--- src/rtl/raster_scan_if.sv ---
// Pixel-side bundle between the raster scanner and the shading logic / video sink.
// The scanner (master) publishes coordinates and timed video; the shader side
// (slave) supplies the pixel-rate enable and the colour for the published coordinate.
interface raster_scan_if;
  logic        pix_en;
  logic [12:0] x_given;
  logic [12:0] y_given;
  logic [19:0] color_given;
  logic [19:0] color_out;
  logic        de;
  logic        hsync_n;
  logic        vsync_n;
  logic        frame_start;

  modport master (
    input  pix_en, color_given,
    output x_given, y_given, color_out, de, hsync_n, vsync_n, frame_start
  );

  modport slave (
    output pix_en, color_given,
    input  x_given, y_given, color_out, de, hsync_n, vsync_n, frame_start
  );
endinterface

--- src/rtl/raster_scan.sv ---
// Raster scan timing generator: horizontal/vertical counters, region FSMs that
// follow the counters, and one registered stage that samples the shader colour
// and emits blanking, data-enable, syncs and a frame-start pulse, all aligned.
module raster_scan #(
  parameter int H_ACTIVE = 640,
  parameter int H_FP     = 16,
  parameter int H_SYNC   = 96,
  parameter int H_BP     = 48,
  parameter int V_ACTIVE = 480,
  parameter int V_FP     = 10,
  parameter int V_SYNC   = 2,
  parameter int V_BP     = 33
) (
  input  logic          clk,
  input  logic          rst,
  raster_scan_if.master bus
);

  // Region boundaries and wrap points as 13-bit counter values.
  localparam logic [12:0] H_MAX        = 13'(H_ACTIVE + H_FP + H_SYNC + H_BP - 1);
  localparam logic [12:0] H_FP_START   = 13'(H_ACTIVE);
  localparam logic [12:0] H_SYNC_START = 13'(H_ACTIVE + H_FP);
  localparam logic [12:0] H_BP_START   = 13'(H_ACTIVE + H_FP + H_SYNC);
  localparam logic [12:0] V_MAX        = 13'(V_ACTIVE + V_FP + V_SYNC + V_BP - 1);
  localparam logic [12:0] V_FP_START   = 13'(V_ACTIVE);
  localparam logic [12:0] V_SYNC_START = 13'(V_ACTIVE + V_FP);
  localparam logic [12:0] V_BP_START   = 13'(V_ACTIVE + V_FP + V_SYNC);

  // Sync-region states carry a _PULSE suffix so they do not clash with the
  // sync-width parameters of the same name.
  typedef enum logic [1:0] {H_ACT, H_FRONT, H_SYNC_PULSE, H_BACK} h_state_t;
  typedef enum logic [1:0] {V_ACT, V_FRONT, V_SYNC_PULSE, V_BACK} v_state_t;

  logic [12:0] h_cnt_reg, h_cnt_next;
  logic [12:0] v_cnt_reg, v_cnt_next;
  logic        h_wrap;
  h_state_t    h_state_reg, h_state_next;
  v_state_t    v_state_reg, v_state_next;

  logic [19:0] color_reg, color_next;
  logic        de_reg, de_next;
  logic        hsync_n_reg, hsync_n_next;
  logic        vsync_n_reg, vsync_n_next;
  logic        frame_start_reg, frame_start_next;

  // Counter advance: h steps every enabled cycle, v steps on the h wrap.
  always_comb begin
    h_cnt_next = h_cnt_reg;
    v_cnt_next = v_cnt_reg;
    h_wrap     = (h_cnt_reg == H_MAX);
    if (bus.pix_en) begin
      if (h_wrap) begin
        h_cnt_next = 13'd0;
        v_cnt_next = (v_cnt_reg == V_MAX) ? 13'd0 : v_cnt_reg + 13'd1;
      end else begin
        h_cnt_next = h_cnt_reg + 13'd1;
      end
    end
  end

  // Counter and FSM state registers.
  always_ff @(posedge clk) begin
    if (rst) begin
      h_cnt_reg   <= 13'd0;
      v_cnt_reg   <= 13'd0;
      h_state_reg <= H_ACT;
      v_state_reg <= V_ACT;
    end else begin
      h_cnt_reg   <= h_cnt_next;
      v_cnt_reg   <= v_cnt_next;
      h_state_reg <= h_state_next;
      v_state_reg <= v_state_next;
    end
  end

  // Region next-state: a region is entered when the counter reaches its first
  // value; vertical regions only move on the end of a line.
  always_comb begin
    h_state_next = h_state_reg;
    v_state_next = v_state_reg;
    if (bus.pix_en) begin
      if (h_cnt_next == 13'd0)              h_state_next = H_ACT;
      else if (h_cnt_next == H_FP_START)    h_state_next = H_FRONT;
      else if (h_cnt_next == H_SYNC_START)  h_state_next = H_SYNC_PULSE;
      else if (h_cnt_next == H_BP_START)    h_state_next = H_BACK;
      if (h_wrap) begin
        if (v_cnt_next == 13'd0)              v_state_next = V_ACT;
        else if (v_cnt_next == V_FP_START)    v_state_next = V_FRONT;
        else if (v_cnt_next == V_SYNC_START)  v_state_next = V_SYNC_PULSE;
        else if (v_cnt_next == V_BP_START)    v_state_next = V_BACK;
      end
    end
  end

  // Output decode: values for the video stage, held when the enable is low;
  // frame_start is a strict one-cycle pulse and never holds.
  always_comb begin
    color_next       = color_reg;
    de_next          = de_reg;
    hsync_n_next     = hsync_n_reg;
    vsync_n_next     = vsync_n_reg;
    frame_start_next = 1'b0;
    if (bus.pix_en) begin
      de_next          = (h_state_reg == H_ACT) && (v_state_reg == V_ACT);
      color_next       = de_next ? bus.color_given : 20'h0;
      hsync_n_next     = (h_state_reg != H_SYNC_PULSE);
      vsync_n_next     = (v_state_reg != V_SYNC_PULSE);
      frame_start_next = (h_cnt_reg == 13'd0) && (v_cnt_reg == 13'd0);
    end
  end

  // Video output stage, one enabled cycle behind the coordinates.
  always_ff @(posedge clk) begin
    if (rst) begin
      color_reg       <= 20'h0;
      de_reg          <= 1'b0;
      hsync_n_reg     <= 1'b1;
      vsync_n_reg     <= 1'b1;
      frame_start_reg <= 1'b0;
    end else begin
      color_reg       <= color_next;
      de_reg          <= de_next;
      hsync_n_reg     <= hsync_n_next;
      vsync_n_reg     <= vsync_n_next;
      frame_start_reg <= frame_start_next;
    end
  end

  assign bus.x_given     = h_cnt_reg;
  assign bus.y_given     = v_cnt_reg;
  assign bus.color_out   = color_reg;
  assign bus.de          = de_reg;
  assign bus.hsync_n     = hsync_n_reg;
  assign bus.vsync_n     = vsync_n_reg;
  assign bus.frame_start = frame_start_reg;

endmodule

--- src/flat_wrapper.sv ---
// flat-port wrapper written by rule: the top's interface ports become plain ports
module raster_scan_flat 
#(
  parameter int H_ACTIVE = 640,
  parameter int H_FP     = 16,
  parameter int H_SYNC   = 96,
  parameter int H_BP     = 48,
  parameter int V_ACTIVE = 480,
  parameter int V_FP     = 10,
  parameter int V_SYNC   = 2,
  parameter int V_BP     = 33
)
  (clk, rst, bus_pix_en, bus_color_given, bus_x_given, bus_y_given, bus_color_out, bus_de, bus_hsync_n, bus_vsync_n, bus_frame_start);
  raster_scan_if bus_i ();
  input  logic clk;
  input  logic rst;
  input wire logic [$bits(bus_i.pix_en)-1:0] bus_pix_en;
  input wire logic [$bits(bus_i.color_given)-1:0] bus_color_given;
  output wire logic [$bits(bus_i.x_given)-1:0] bus_x_given;
  output wire logic [$bits(bus_i.y_given)-1:0] bus_y_given;
  output wire logic [$bits(bus_i.color_out)-1:0] bus_color_out;
  output wire logic [$bits(bus_i.de)-1:0] bus_de;
  output wire logic [$bits(bus_i.hsync_n)-1:0] bus_hsync_n;
  output wire logic [$bits(bus_i.vsync_n)-1:0] bus_vsync_n;
  output wire logic [$bits(bus_i.frame_start)-1:0] bus_frame_start;
  assign bus_i.pix_en = bus_pix_en;
  assign bus_i.color_given = bus_color_given;
  assign bus_x_given = bus_i.x_given;
  assign bus_y_given = bus_i.y_given;
  assign bus_color_out = bus_i.color_out;
  assign bus_de = bus_i.de;
  assign bus_hsync_n = bus_i.hsync_n;
  assign bus_vsync_n = bus_i.vsync_n;
  assign bus_frame_start = bus_i.frame_start;
  raster_scan #(.H_ACTIVE(H_ACTIVE), .H_FP(H_FP), .H_SYNC(H_SYNC), .H_BP(H_BP), .V_ACTIVE(V_ACTIVE), .V_FP(V_FP), .V_SYNC(V_SYNC), .V_BP(V_BP)) u_core (.clk(clk), .rst(rst), .bus(bus_i));
endmodule
--- config.mk ---
export PLATFORM = sky130hd
export DESIGN_NAME = raster_scan_flat
export DESIGN_NICKNAME = d
export VERILOG_FILES = /design/src/rtl/raster_scan_if.sv /design/src/rtl/raster_scan.sv /design/src/flat_wrapper.sv
export SDC_FILE = /design/constraint.sdc
export NUM_CORES = 1
export LEC_CHECK = 0
export ABC_AREA = 1
export ABC_CLOCK_PERIOD_IN_PS = 2700
export CORE_AREA = 2 2 84 86
export DETAILED_ROUTE_END_ITERATION = 8
export DIE_AREA = 0 0 86 88
export PLACE_DENSITY = 0.9
export SLEW_MARGIN = 20
export SYNTH_ARGS = -nofsm -noshare
export SYNTH_HDL_FRONTEND = slang
export SYNTH_SLANG_ARGS = --single-unit
--- constraint.sdc ---
create_clock -name clk -period 2.7 [get_ports clk]
set_clock_uncertainty 0.05 [all_clocks]
set_input_delay 0.405 -clock clk [delete_from_list [all_inputs] [get_ports clk]]
set_output_delay 0.405 -clock clk [all_outputs]
set_load 0.05 [all_outputs]
==> flow_summary.toml <==
[place]
port_buffers = 72
dpl.hpwl_um = 6620
gp_congestion = 0.975
dp_slack_ns = 0.108
dpl_cell_area_um2 = 4090

[yosys]
postSynthNetCount = 546
ys_warn_count = 0
ys_types = 38
synth_seq_area_share = 0.326
ys.flop_type = "dfxtp_1"
synth_edf_count = 0
synth_seq_cells = 54
synth_area_um2 = 3310
syn_inst = 519
synthArstFlopShare = 0
syn_avg_cell_area_um2 = 6.39

[clocking]
numClockSinks = 54
postCtsSetupRepairBufs = 0
numCtsBuffers = 5
clock_latency_ns = 0.32
clk_pin_slew_ns = 0.11
h-tree-depth = 2
cts_root_buf = "clkbuf_8"
cts_tree = "yes"
clk_path_buf_depth = 2
cts_hold_buffers = 0
cts_resized = 0

[routing]
ant_nets = 0
drtPass1Iterations = 5
routed_via_density = 5.17
wl_per_cell_um = 13.1
routed_wl_um = 8770
drt_iter0_markers = 186
num_vias = 3451
remaining_drc_errors = 0

[grt]
grt_start_max_net_pins = 47
grt_pass1_vias = 3211
overflow = 0
grt_pass1_wl_um = 14400
grt_use_total = 0.235
antenna_found_initial = 0

[timing]
timing.final.ws_setup_ns = 0.244
worst_pin_slew_ns = 0.608
fin_crit_sh = 0.910
fmax_mhz = 407
hold_ws_ns = 0.427
rsz0062_at_grt = "false"
tns_ns = 0
slew-limit-headroom = 0.594
hold_violations = 0
drv_slew = 0
setup_viol = 0
min_period_ns = 2.46

[worst_setup_path]
critPathTopFamily = "simple AND/OR/NAND/NOR gates"
start_kind = "register"
cp-startpoint = "u_core.bus.x_given[0]"
rr_startpoint = "u_core.bus.x_given[0]"
rr_worst_depth = 20
cp.required_ns = 2.87
crit_buf_inv = 2
rr_endpoint = "u_core.h_state_reg[0]"
endpoint_kind = "register"
path_class = "register to register"
max_stage_delay_ns = 0.43
critPathMaxFanout = 6
critPathSlowestCell = "dfxtp_2"
worstPathArrival_ns = 2.63
path_cells = "ha_1, nand2_2, inv_2, nand2_2, nor2_4, nand2_4, clkinv_2, nand2_4, nand2_2, nand2_2, nor2_2, nand2_2, nor2_1, nand3_1, nand2_1, nand2_2, nand2_2, nand2_1, nand2_1, nor2_1"
r2r_slack_ns = 0.24
crit_top_cell = "nand2_2"

[final_layout]
finish.net_count = 613
fin_area_um2 = 4190
drive_gt1_frac = 0.123
n_fill_cell = 583
diodes = 0
area_growth_pct = 26.3
largest_register_ffs = 20

[floorplanning]
core-area_um2 = 6640
initial_core_util = 0.499
die_area_um2 = 7570
ios = 73
die_x_um = 86
rows = 30
fp.dieH_um = 88

[power]
power.density_nw_per_um2 = 392
p_leak_uw = 0.00192
finalPower_uw = 1640
max-vdd-ir-drop_v = 0.000348

[hold_path]
min_to = "u_core.bus.color_out[2]"
hp-start = "u_core.bus.color_out[2]"
hold_class = "register to register"
whs_path_depth = 2

[run_status]
status = "completed"

[flow_run]
maxCapViolations = 0
## final cells by class
class / instances / area (um^2) / area share
Multi-Input combinational cell: 396 / 1950 / 0.465
Sequential cell: 54 / 1080 / 0.258
Timing Repair Buffer: 78 / 766 / 0.183
Inverter: 51 / 194 / 0.0463
Tap cell: 80 / 100 / 0.0239
Clock buffer: 5 / 68.8 / 0.0164
Clock inverter: 3 / 28.8 / 0.00687
## logic make-up after synthesis
kind of cell,count (synthesis),synth area share
compound gates,46,0.0770
xor+xnor,6,0.0181
fa+ha+maj,4,0.0151
buf+inv,69,0.0868
flops,54,0.326
simple gates,340,0.477
## worst max-delay path by stage
stage                            end  depth (start not counted)  slack (ns)
3_5_place_dp   u_core.h_state_reg[0]                         14        0.11
6_report       u_core.h_state_reg[0]                         20        0.24
5_1_grt        u_core.v_state_reg[0]                         14       0.003
2_1_floorplan  u_core.v_state_reg[0]                         17        0.15
4_1_cts        u_core.h_state_reg[0]                         20        0.17
3_3_place_gp   u_core.h_state_reg[0]                         16        0.18
## synth_stat cells (3+ instances only)
master,number,area share
ha_1,4,0.015
xor2_1,4,0.011
o21ai_1,3,0.0045
nand2_4,6,0.020
inv_2,5,0.0057
a21oi_1,33,0.050
nand2_2,18,0.034
dfxtp_1,54,0.33
nand3_2,3,0.0091
nor3_1,3,0.0045
inv_1,44,0.050
nor2_2,8,0.015
buf_4,4,0.0091
nand4_1,13,0.025
nor2_4,6,0.020
nand3_1,34,0.051
clkbuf_1,10,0.011
nand2_1,170,0.19
nor2_1,68,0.077
nor4_1,3,0.0057
o21ai_0,4,0.0060
## power by group
part           total [uW]  internal (uW)  switching [uW]
clock                 496            195             302
sequential            844            826            18.6
combinational         300            108             192
## routing by layer
layer | wire length (um) | GRT usage | vias to the layer above
li1 | - | - | 1767
met1 | 3820 | 0.298 | 1544
met2 | 4130 | 0.393 | 120
met3 | 618 | 0.0594 | 20
met4 | 199 | 0.0794 | 0
met5 | 0 | 0 | -
## cell usage in the layout (no fill, tap or decap), drive strengths merged, types with 4 or more instances in the layout
cell             n
a21oi           33
buf              6
clkbuf           5
clkdlybuf4s50   72
dfxtp           54
ha               4
inv             51
nand2          194
nand3           37
nand4           13
nor2            82
nor3             6
o21ai            9
xor2             5
## metrics by stage
stage | utilization | cells
floorplan | - | 519
global placement | 0.615 | 659
detailed placement | 0.615 | 659
CTS | 0.630 | 667
global route | 0.630 | 667
finish | 0.630 | 667
## worst min-delay path, delay by kind of cell (launching register included)
kind | cells | cell delay, ns
flops | 1 | 0.33
compound gates | 1 | 0.05
simple gates | 1 | 0.06
Note: power is estimated with default switching activity, not from simulation.
